===== src/rtl/corriente_setpoint_ctrl.sv =====
// Current-setpoint controller: button stepping with hold/auto-repeat, wrap or
// saturate at the limits, direct load, and a registered current-limit table.
module corriente_setpoint_ctrl #(
    parameter int WIDTH         = 10,
    parameter int MIN           = 0,
    parameter int MAX           = 1000,
    parameter int STEP          = 20,
    parameter int INIT          = 500,
    parameter int WRAP          = 1,
    parameter int HOLD_CYCLES   = 50,
    parameter int REPEAT_CYCLES = 10
) (
    input  logic             clk,
    input  logic             reset,
    input  logic             up,
    input  logic             down,
    input  logic [2:0]       sel,
    input  logic             load,
    input  logic [WIDTH-1:0] load_val,
    output logic [WIDTH-1:0] setpoint,
    output logic [WIDTH-1:0] limit,
    output logic             at_min,
    output logic             at_max,
    output logic             changed
);

    localparam int CNT_MAX = (HOLD_CYCLES > REPEAT_CYCLES) ? HOLD_CYCLES : REPEAT_CYCLES;
    localparam int CNT_W   = $clog2(CNT_MAX + 1);

    localparam logic [WIDTH:0]   MIN_X  = (WIDTH+1)'(MIN);
    localparam logic [WIDTH:0]   MAX_X  = (WIDTH+1)'(MAX);
    localparam logic [WIDTH:0]   STEP_X = (WIDTH+1)'(STEP);
    localparam logic [CNT_W-1:0] HOLD_TC = CNT_W'(HOLD_CYCLES - 1);
    localparam logic [CNT_W-1:0] RPT_TC  = CNT_W'(REPEAT_CYCLES - 1);

    typedef enum logic [1:0] {
        ST_IDLE = 2'd0,
        ST_HOLD = 2'd1,
        ST_RPT  = 2'd2
    } state_t;

    state_t           state;
    logic [CNT_W-1:0] counter;
    logic             dir_up;
    logic             prev_up;
    logic             prev_dn;

    logic             act_up;
    logic             act_dn;
    logic             held_ok;
    logic             step_up;
    logic             step_dn;
    logic [WIDTH:0]   sp_x;
    logic [WIDTH:0]   sum_x;
    logic [WIDTH:0]   up_val;
    logic [WIDTH:0]   dn_val;
    logic [WIDTH:0]   step_val;
    logic [WIDTH:0]   load_x;
    logic [WIDTH:0]   load_c;
    logic [WIDTH-1:0] limit_nxt;

    always_comb begin
        act_up  = up & ~down;
        act_dn  = down & ~up;
        held_ok = dir_up ? act_up : act_dn;

        step_up = 1'b0;
        step_dn = 1'b0;
        case (state)
            ST_IDLE: begin
                step_up = act_up & ~prev_up;
                step_dn = act_dn & ~prev_dn;
            end
            ST_HOLD: begin
                step_up = held_ok & dir_up & (counter == HOLD_TC);
                step_dn = held_ok & ~dir_up & (counter == HOLD_TC);
            end
            ST_RPT: begin
                step_up = held_ok & dir_up & (counter == RPT_TC);
                step_dn = held_ok & ~dir_up & (counter == RPT_TC);
            end
            default: begin
                step_up = 1'b0;
                step_dn = 1'b0;
            end
        endcase

        // One extra bit keeps setpoint+STEP from wrapping before the clamp
        sp_x  = {1'b0, setpoint};
        sum_x = sp_x + STEP_X;
        if (sp_x == MAX_X)
            up_val = (WRAP != 0) ? MIN_X : MAX_X;
        else
            up_val = (sum_x > MAX_X) ? MAX_X : sum_x;

        if (sp_x == MIN_X)
            dn_val = (WRAP != 0) ? MAX_X : MIN_X;
        else if (sp_x < MIN_X + STEP_X)
            dn_val = MIN_X;
        else
            dn_val = sp_x - STEP_X;

        step_val = step_up ? up_val : dn_val;

        load_x = {1'b0, load_val};
        if (load_x < MIN_X)
            load_c = MIN_X;
        else if (load_x > MAX_X)
            load_c = MAX_X;
        else
            load_c = load_x;

        case (sel)
            3'd0:    limit_nxt = WIDTH'(30);
            3'd1:    limit_nxt = WIDTH'(50);
            3'd2:    limit_nxt = WIDTH'(75);
            3'd3:    limit_nxt = WIDTH'(100);
            3'd4:    limit_nxt = WIDTH'(125);
            3'd5:    limit_nxt = WIDTH'(150);
            3'd6:    limit_nxt = WIDTH'(175);
            default: limit_nxt = WIDTH'(200);
        endcase
    end

    always_ff @(posedge clk) begin
        if (reset) begin
            state    <= ST_IDLE;
            counter  <= '0;
            dir_up   <= 1'b0;
            // Treat buttons as already active so one held through reset must be re-pressed
            prev_up  <= 1'b1;
            prev_dn  <= 1'b1;
            setpoint <= WIDTH'(INIT);
            limit    <= WIDTH'(30);
            changed  <= 1'b0;
        end else begin
            prev_up <= act_up;
            prev_dn <= act_dn;
            limit   <= limit_nxt;

            if (load) begin
                setpoint <= load_c[WIDTH-1:0];
                changed  <= (load_c != sp_x);
            end else if (step_up | step_dn) begin
                setpoint <= step_val[WIDTH-1:0];
                changed  <= (step_val != sp_x);
            end else begin
                changed  <= 1'b0;
            end

            // A load freezes the sequencer for that cycle
            if (!load) begin
                case (state)
                    ST_IDLE: begin
                        if (step_up | step_dn) begin
                            state   <= ST_HOLD;
                            counter <= '0;
                            dir_up  <= step_up;
                        end
                    end
                    ST_HOLD: begin
                        if (!held_ok) begin
                            state   <= ST_IDLE;
                            counter <= '0;
                        end else if (counter == HOLD_TC) begin
                            state   <= ST_RPT;
                            counter <= '0;
                        end else begin
                            counter <= counter + CNT_W'(1);
                        end
                    end
                    ST_RPT: begin
                        if (!held_ok) begin
                            state   <= ST_IDLE;
                            counter <= '0;
                        end else if (counter == RPT_TC) begin
                            counter <= '0;
                        end else begin
                            counter <= counter + CNT_W'(1);
                        end
                    end
                    default: begin
                        state   <= ST_IDLE;
                        counter <= '0;
                    end
                endcase
            end
        end
    end

    assign at_min = (setpoint == WIDTH'(MIN));
    assign at_max = (setpoint == WIDTH'(MAX));

endmodule


===== config.mk =====
export PLATFORM = sky130hd
export DESIGN_NAME = corriente_setpoint_ctrl
export DESIGN_NICKNAME = d
export VERILOG_FILES = /design/src/rtl/corriente_setpoint_ctrl.sv
export SDC_FILE = /design/constraint.sdc
export NUM_CORES = 1
export LEC_CHECK = 0
export ABC_CLOCK_PERIOD_IN_PS = 5200
export CAP_MARGIN = 20
export CORE_ASPECT_RATIO = 1.4
export CORE_UTILIZATION = 40
export CTS_CLUSTER_DIAMETER = 150
export DETAILED_ROUTE_END_ITERATION = 12
export PLACE_DENSITY = 0.66
export RECOVER_POWER = 25
export SYNTH_ARGS = -nofsm -noshare
export SYNTH_HDL_FRONTEND = slang
export SYNTH_SLANG_ARGS = --single-unit

===== constraint.sdc =====
create_clock -name clk -period 5.2 [get_ports clk]
set_input_delay 1.04 -clock clk [delete_from_list [all_inputs] [get_ports clk]]
set_output_delay 1.04 -clock clk [all_outputs]
set_load 0.03 [all_outputs]

==> results.md <==
* GRT Util Overall at 21.4%
* Post-DP HPWL at 4.90 mm
* Least-Margin Pin Slew at 1160 ps
* Tmin final at 3570 ps
* Num CTS Buffers at 5
* Post-Syn Area per Cell at 7.84 um^2
* Sum Neg Setup Slack at 0 ps
* Nets@finish at 375
* RR Endpoint: changed$_SDFF_PP0_
* Post-synth top flop: dfxtp_1
* Hold worst-path end: counter[1]$_SDFFE_PP0P_
* Post-synth top area cell: dfxtp_1
* Post-DP Area at 2840 um^2
* Reg2Reg Setup Slack at 2620 ps
* PwrDens at 223 nW/um^2
* Initial core utilization at between 40% and 50%
* Post-CTS Hold Fix Bufs at 0
* Post-Syn Area at about 2500 um^2
* Place WS at about 1900 ps
* Setup violations, final at 0
* Area share of xor/xnor cells in the synthesized design at 4.62%
* H-tree depth at 2
* Cells after Synth at approximately 310
* F_max at 280 MHz
* Die H at ~95 um
* Antenna-violating nets left at 0
* Simple-gate share of the synthesized area at a little over a quarter
* PortBufs at 38
* DR vias/cell at slightly below 6
* DR DRC count at 0
* RR Startpoint: setpoint[3]$_SDFFE_PP0P_
* Worst setup SP type: flip-flop
* Clk slew on worst S/H paths at 60 ps
* Leakage at about 1.1 nW
* Hold WC Path Type: reg2reg
* Final Skew at 11.2 ps
* Post-Layout Cell Count at about 420
* Min-delay src: counter[1]$_SDFFE_PP0P_
* CTS root buf: clkbuf_8
* Drt first-iter violations at approximately 210
* Total wire length at ~6.5 mm
* Clk sinks at 30
* CP max stage delay at 820 ps
* Worst path slowest cell: dfxtp_1
* WP buf/inv at 2
* Number of post-CTS setup repair buffers at 0
* Kind of cell adding the most delay to the critical path: buffers and inverters
* Relative slew slack at 22.9%
* # resized after CTS at 0
* Synth top area share at 24.4%
* Final slew viol count at 0
* CP arrival at 2530 ps
* WL per Instance at 15.7 um
* Seq cells post-synth at 30
* CTS tree: done
* Max-Cap Viols at 0
* Netlist cell types at 66
* Area delta synth->final at 18.9%
* Setup ws final at 1630 ps
* RSZ-0062 raised after global routing: false
* Top cells by area, synth: dfxtp_1 (24%), ha_1 (6.6%), nor3_1 (3.7%), nand2_1 (3.7%), xnor2_1 (3.6%)
* Largest family of logic cells by synthesized area: compound AO/OA/AOI/OAI gates
* Critical path class: reg2out
* Core ar. at ~5900 um^2
* Sequential fraction of the synthesis area at 24.4%
* Overall Power at about 0.65 mW
* N_diodes at 0
* Fin crit share at 68.6%
* Status: finished clean
* # rows at 33
* Clk buf depth at 2
* DIE AREA at 6480 um^2
* R2R depth at 7
* Worst-Skew Late Latency at approximately 290 ps
* IO Pins at 41
* Layout cell share with drive strength beyond 1 at 6.67%
* Routability congestion estimate at 0.895
* Fraction of registers with async set or reset after synthesis at 0%
* CP Max Fanout at 23
* Crit-path cells: and4_1 -> nand4_1 -> inv_1 -> clkdlybuf4s50_1
* Synth Area in Adders at roughly 6.6%
* Mux contribution to synthesized area at 1.63%
* Die W at 68.3 um
* First-pass GRT wire length at roughly 10 mm
* Synth Area in Compound Gates at 28.6%
* Vias at 2,446
* Initial antenna violation count at 0
* Total gr overflow at 0
* Layout Cell Area excl Fill at around 2900 um^2
* Crit end category: output pin
* Vias in the first global route at roughly 2,200
* Maximum VDD drop at between 0.0001 and 0.00015 V
* EDFF count, synth at 0
* Hold Fails Final Rpt at 0
* Largest net degree at the start of global routing at 30
* Syn. warnings at 0
* CP Data Required Time at 4160 ps
* Placed Cells at 407
* WHS Path Cells at 2
* Drt pass-1 iters at 4
## cells in the mapped netlist (5+ instances only)
master and instances:
a31oi_1 8, o31ai_1 6, o211ai_1 6, or3_1 5, xnor2_1 10, a21oi_1 13
clkbuf_1 8, nand3_1 10, dfxtp_1 30, o21ai_0 17, nor2_1 20, nor2b_1 9
ha_1 13, nor3_1 18, nand2_1 24, inv_1 20
## placed cells by master (no fill, tap or decap), types with 10 or more instances in the layout
master,count
nand3_1,10
nor2_1,20
a21oi_1,13
nor3_1,18
xnor2_1,10
inv_1,20
clkdlybuf4s50_1,35
o21ai_0,17
ha_1,13
dfxtp_1,30
nand2_1,24
## final cells by class
cell class / instances / area (um^2)
clock inverter: 2 / 12.5
tap: 70 / 87.6
inverter: 20 / 75.1
clock buffer: 6 / 82.6
fill: 608 / 2980
timing repair buffer: 39 / 384
sequential: 30 / 601
multi-input combinational: 248 / 1680
## sequential cells by signal (all words and copies together) (netlist names)
| name | count |
|---|---|
| setpoint | 10 |
| limit | 8 |
| counter | 6 |
| state | 2 |
| changed | 1 |
| dir_up | 1 |
| prev_dn | 1 |
| prev_up | 1 |
## worst max-delay path by stage
stage	depth (start not counted)	from	to	slack, ps
after floorplan	4	setpoint[6]$_SDFFE_PP1P_	at_min	2570
after global placement	4	setpoint[5]$_SDFFE_PP1P_	at_max	1920
after detailed placement	7	down	setpoint[4]$_SDFFE_PP1P_	1880
after CTS	4	setpoint[5]$_SDFFE_PP1P_	at_max	1620
after global routing	4	setpoint[6]$_SDFFE_PP1P_	at_min	1470
final	4	setpoint[5]$_SDFFE_PP1P_	at_max	1630
## power breakdown
group	switching [mW]	total [mW]	internal, mW
sequential	0.0226	0.264	0.242
combinational	0.106	0.184	0.0788
clock	0.0984	0.205	0.106
## stage by stage
stage          hold WS [ps]  utilization, %
3_3_place_gp            476            48.0
3_5_place_dp            485            48.0
4_1_cts                 493            49.6
5_1_grt                 522            49.6
2_1_floorplan           457               -
6_report                493            49.6
## tightest hold or removal path: cells and delay by family, from the launching register on
family | cells | cell delay, ps
simple gates | 1 | 60
flops | 1 | 340
compound gates | 1 | 50
## layer usage
metal	GRT usage (%)	vias to the layer above	part of all wire, %
li1	-	1219	-
met1	24.5	1125	39
met2	37.3	86	52
met3	3.74	16	5.2
met4	9.72	0	3.2
met5	0	-	0
## cells by family (layout without fill, tap and decap cells)
kind of cell | count (synthesis) | count (layout)
AOI/OAI and AO/OA | 96 | 96
xor gates and xnor gates | 13 | 13
adders and majority gates | 13 | 13
buffers and inverters | 37 | 67
DFF | 30 | 30
muxes | 4 | 4
other | 1 | 2
and+or+nand+nor | 120 | 120
Note: power is estimated with default switching activity, not from simulation.
